[src/rtl/dvsd_cmp_pkg.sv]
// dvsd_cmp_pkg: shared state encoding, result bundle and width constant
// for the shared dvsd_cmp comparator arbiter.
package dvsd_cmp_pkg;

    localparam int DVSD_CMP_W = 4;

    typedef enum logic [1:0] {
        ST_IDLE = 2'd0,
        ST_EVAL = 2'd1,
        ST_RESP = 2'd2
    } state_t;

    typedef struct packed {
        logic lt;
        logic eq;
        logic gt;
    } cmp_res_t;

    function automatic logic is_onehot3(input cmp_res_t r);
        logic [2:0] v;
        v = {r.lt, r.eq, r.gt};
        return (v == 3'b100) || (v == 3'b010) || (v == 3'b001);
    endfunction

endpackage

[src/rtl/dvsd_rr_arbiter.sv]
// dvsd_rr_arbiter: combinational round-robin pick, searching from
// i_ptr+1 upward with wrap; returns one-hot grant and its index.
module dvsd_rr_arbiter #(
    parameter int NUM_REQ = 4,
    parameter int ID_W    = $clog2(NUM_REQ)
) (
    input  logic [NUM_REQ-1:0] i_req,
    input  logic [ID_W-1:0]    i_ptr,
    output logic [NUM_REQ-1:0] o_grant,
    output logic [ID_W-1:0]    o_idx
);

    logic [ID_W-1:0] w_k;
    logic            w_found;

    always_comb begin
        o_grant = '0;
        o_idx   = '0;
        w_found = 1'b0;
        w_k     = '0;
        for (int i = 1; i <= NUM_REQ; i++) begin
            w_k = ID_W'((int'(i_ptr) + i) % NUM_REQ);
            if (!w_found && i_req[w_k]) begin
                w_found      = 1'b1;
                o_grant[w_k] = 1'b1;
                o_idx        = w_k;
            end
        end
    end

endmodule

[src/rtl/dvsd_cmp_arbiter.sv]
// dvsd_cmp_arbiter: shares one dvsd_cmp between NUM_REQ requesters.
// Optional one-hot verdict checker enabled by CMP_ONEHOT_CHECK_EN.
module dvsd_cmp_arbiter
    import dvsd_cmp_pkg::*;
#(
    parameter  int NUM_REQ = 4,
    parameter  int DATA_W  = DVSD_CMP_W,
    localparam int ID_W    = $clog2(NUM_REQ)
) (
    input  logic                      clk,
    input  logic                      rst_n,
    input  logic [NUM_REQ-1:0]        req_valid,
    input  logic [NUM_REQ*DATA_W-1:0] req_a,
    input  logic [NUM_REQ*DATA_W-1:0] req_b,
    output logic [NUM_REQ-1:0]        req_ready,
    output logic [DATA_W-1:0]         cmp_a,
    output logic [DATA_W-1:0]         cmp_b,
    input  logic                      cmp_lt,
    input  logic                      cmp_eq,
    input  logic                      cmp_gt,
    output logic                      resp_valid,
    input  logic                      resp_ready,
    output logic [ID_W-1:0]           resp_id,
    output logic                      resp_lt,
    output logic                      resp_eq,
    output logic                      resp_gt,
    output logic                      cmp_err
);

    state_t            r_state;
    logic [ID_W-1:0]   r_ptr;
    logic [ID_W-1:0]   r_id;
    logic [DATA_W-1:0] r_a;
    logic [DATA_W-1:0] r_b;
    cmp_res_t          r_res;
    logic              r_valid;

    logic [NUM_REQ-1:0] w_grant;
    logic [ID_W-1:0]    w_idx;
    logic               w_xfer;
    cmp_res_t           w_cmp;
    logic [DATA_W-1:0]  w_a_arr [NUM_REQ];
    logic [DATA_W-1:0]  w_b_arr [NUM_REQ];

    for (genvar i = 0; i < NUM_REQ; i++) begin : g_unpack
        assign w_a_arr[i] = req_a[i*DATA_W +: DATA_W];
        assign w_b_arr[i] = req_b[i*DATA_W +: DATA_W];
    end

    dvsd_rr_arbiter #(
        .NUM_REQ (NUM_REQ),
        .ID_W    (ID_W)
    ) u_rr (
        .i_req   (req_valid),
        .i_ptr   (r_ptr),
        .o_grant (w_grant),
        .o_idx   (w_idx)
    );

    assign w_cmp     = {cmp_lt, cmp_eq, cmp_gt};
    assign req_ready = (r_state == ST_IDLE) ? w_grant : '0;
    assign w_xfer    = |(req_valid & req_ready);

    always_ff @(posedge clk) begin
        if (!rst_n) begin
            r_state <= ST_IDLE;
            r_ptr   <= ID_W'(NUM_REQ - 1);
            r_id    <= '0;
            r_a     <= '0;
            r_b     <= '0;
            r_res   <= '0;
            r_valid <= 1'b0;
        end else begin
            unique case (r_state)
                ST_IDLE: begin
                    if (w_xfer) begin
                        r_a     <= w_a_arr[w_idx];
                        r_b     <= w_b_arr[w_idx];
                        r_id    <= w_idx;
                        r_ptr   <= w_idx;
                        r_state <= ST_EVAL;
                    end
                end
                ST_EVAL: begin
                    r_res   <= w_cmp;
                    r_valid <= 1'b1;
                    r_state <= ST_RESP;
                end
                ST_RESP: begin
                    if (resp_ready) begin
                        r_valid <= 1'b0;
                        r_state <= ST_IDLE;
                    end
                end
                default: r_state <= ST_IDLE;
            endcase
        end
    end

    assign cmp_a      = r_a;
    assign cmp_b      = r_b;
    assign resp_valid = r_valid;
    assign resp_id    = r_id;
    assign resp_lt    = r_res.lt;
    assign resp_eq    = r_res.eq;
    assign resp_gt    = r_res.gt;

`ifdef CMP_ONEHOT_CHECK_EN
    logic r_err;

    // Sticky: a bad verdict flags the comparator until the next reset.
    always_ff @(posedge clk) begin
        if (!rst_n) begin
            r_err <= 1'b0;
        end else if (r_state == ST_EVAL && !is_onehot3(w_cmp)) begin
            r_err <= 1'b1;
        end
    end

    assign cmp_err = r_err;
`else
    assign cmp_err = 1'b0;
`endif

endmodule

[config.mk]
export PLATFORM = sky130hd
export DESIGN_NAME = dvsd_cmp_arbiter
export DESIGN_NICKNAME = d
export VERILOG_FILES = /design/src/rtl/dvsd_cmp_pkg.sv /design/src/rtl/dvsd_rr_arbiter.sv /design/src/rtl/dvsd_cmp_arbiter.sv
export SDC_FILE = /design/constraint.sdc
export NUM_CORES = 1
export LEC_CHECK = 0
export CORE_UTILIZATION = 45
export DETAILED_ROUTE_END_ITERATION = 8
export PLACE_DENSITY_LB_ADDON = 0.3
export SLEW_MARGIN = 0
export SYNTH_ARGS = -nofsm -noshare
export SYNTH_HDL_FRONTEND = slang
export SYNTH_SLANG_ARGS = --single-unit
export TNS_END_PERCENT = 20
[constraint.sdc]
create_clock -name clk -period 5.7 [get_ports clk]
set_clock_uncertainty 0.2 [all_clocks]
set_input_delay 0.855 -clock clk [delete_from_list [all_inputs] [get_ports clk]]
set_output_delay 0.855 -clock clk [all_outputs]
set_load 0.02 [all_outputs]
==> results_dict.tcl <==
set metrics [dict create \
    hold_violations 0 \
    ios 61 \
    core_um2 3130 \
    cts_setup_buffers 0 \
    syn_to_final_growth_pct 40.5 \
    ys_seq_area_frac 0.237 \
    die_x_um 60.1 \
    cp_max_fo 17 \
    async_flop_share 0 \
    port_buffers 59 \
    grt_overflow_total 0 \
    synth_top_area_frac 0.237 \
    globalplace.congestion 0.797 \
    whs_ps 272 \
    synth_cell_types 47 \
    dieHeight_um 60.1 \
    syn_area_um2 1520 \
    syn_nets 215 \
    clk_latency_ps 280 \
    finalSetupViolCount 0 \
    max_freq_ghz 0.203 \
    yosysWarnings 0 \
    fin_util 0.684 \
    status "complete, no violations" \
    p_per_area_nw_per_um2 448 \
    cap_violations 0 \
    cts_tree "done" \
    leakage_nw 0.791 \
    synth_area_leaders "dfxtp_1 (24%), mux4_2 (15%), ha_1 (6.6%)" \
    routed_wl_um 4020 \
    clock_path_buffers 2 \
    cts_max_level 1 \
    fin_crit_sh 0.864 \
    final_cell_mix "clkdlybuf4s50_1 (59), dfxtp_1 (18), nand2_1 (14)" \
    path_buf_inv 2 \
    design_area_um2 2140 \
    timing_worst_setup_path_type "register to output pin" \
    dpl.cell_count 257 \
    arrival_ps 3870 \
    drc 0 \
    cts_buffers 3 \
    drive_above_1_share 0.115 \
    dpl.hpwl_um 3070 \
    cpLargestDelayFamily "buffers and inverters" \
    stdcell_count 261 \
    layout.cells.most_common "clkdlybuf4s50_1" \
    slowest_stage "dfxtp_1" \
    tightest_slew_ps 970 \
    vias 1534 \
    grt_pass1_wl_um 6230 \
    yosys.area.top_type "dfxtp_1" \
    drtIter0Drc 108 \
    grt_use_total 0.225 \
    firstDrtPassIters 4 \
    avgSynthCellArea_um2 9.22 \
    finalNetCount 268 \
    slowest_delay_ps 770 \
    synth_seq_cells 18 \
    irDropWorstVdd_uv 196 \
    wl_per_cell_um 15.4 \
    worstSetupEndpointType "output pin" \
    cts_resized 0 \
    ys.flop_type "dfxtp_1" \
    tns_ps 0 \
    place_ws_ps 919 \
    crit_chain "inv_1, ha_1, mux4_1, and2b_1, a221o_1, a22oi_1, nor2_1, clkdlybuf4s50_1" \
    start_kind "register" \
    antenna_found_initial 0 \
    antennaDiodeCount 0 \
    cp_data_required_time_ps 4640 \
    fp-row-count 20 \
    syn-instance-count 165 \
    fin_crit_ps 4920 \
    clkSlewWorstSetupHoldPaths_ps 100 \
    grt_pass1_vias 1386 \
    rsz0062_at_grt "no" \
    fin_total_pwr_mw 0.958 \
    cts.sinks 18 \
    finalWorstSetupSlack_ps 776 \
    start_util 0.486 \
    dieArea_um2 3620 \
    root_buffer "clkbuf_4" \
    routed_via_density 5.88 \
    grt_max_degree 18 \
    place_area_um2 2100 \
    holdCritPathClass "register to register" \
    antenna_left 0 \
    ctsHoldBuffers 0 \
    finalMaxSlewViolations 0 \
    relSlewSlack 0.353 \
    synth_enable_flop_cells 0 \
]
## area by class of cell
class / instances / area, um2
Multi-Input combinational cell: 125 / 1050
Fill cell: 251 / 990
Timing Repair Buffer: 59 / 591
Sequential cell: 18 / 360
Tap cell: 44 / 55.1
Inverter: 11 / 41.3
Clock buffer: 4 / 36.3
## worst reg2reg max path, delay by kind of cell (launching register included)
kind | cells | cell delay, ps
flops | 1 | 770
compound gates | 3 | 1060
fa+ha+maj | 1 | 510
mux | 1 | 660
simple gates | 2 | 440
buf+inv | 1 | 350
## kinds of logic (layout without fill, tap and decap cells)
| family | Yosys count | after routing | synth area share |
|---|---|---|---|
| simple gates | 51 | 51 | 0.178 |
| compound gates | 49 | 49 | 0.248 |
| buf+inv | 22 | 74 | 0.0699 |
| flops | 18 | 18 | 0.237 |
| mux | 16 | 16 | 0.198 |
| fa+ha+maj | 8 | 8 | 0.0658 |
| other cells | 1 | 1 | 0.00246 |
## flip-flops by register name, summed over array words and instances (netlist names)
| name | flops |
|---|---|
| resp_eq | 1 |
| r_ptr | 2 |
| resp_lt | 1 |
| cmp_b | 4 |
| resp_id | 2 |
| resp_gt | 1 |
| r_state | 2 |
| resp_valid | 1 |
| cmp_a | 4 |
## report_power, final
part | switching [mW] | internal, mW
clock network | 0.0371 | 0.0389
registers | 0.0427 | 0.164
logic | 0.348 | 0.327
total | 0.428 | 0.530
## cells in the mapped netlist, types with 2 or more instances
cell,number
or3b_2,3
buf_6,2
nand2_1,14
nand3_1,2
dfxtp_1,18
nor3_1,4
or2_2,2
nand2b_1,2
a31oi_1,2
a221o_1,2
mux4_2,10
a22oi_1,3
inv_1,11
ha_1,8
mux2i_1,5
o221ai_1,2
buf_2,4
o21ai_0,7
nor2_1,11
nor2b_1,3
a21oi_1,12
clkbuf_1,4
o2bb2ai_1,8
nand3b_1,2
or3b_1,2
## final timing paths
check / startpoint / endpoint / slack (ps) / cells after the start
worst max-delay path: r_ptr[0] / req_ready[3] / 780 / 8
worst min-delay path: cmp_b[3] / cmp_b[3] / 270 / 2
worst max register to register: r_ptr[0] / cmp_a[1] / 1640 / 8
worst min register to register: cmp_b[3] / cmp_b[3] / 270 / 2
## routing by layer
layer / up-vias / routed length, um / GRT usage / part of all wire
li1: 729 / - / - / -
met1: 744 / 1670 / 0.290 / 0.41
met2: 59 / 2130 / 0.397 / 0.53
met3: 2 / 211 / 0.0368 / 0.053
met4: 0 / 6 / 0.0365 / 0.0015
met5: - / 0 / 0 / 0
(Power assumes the default switching activity.)
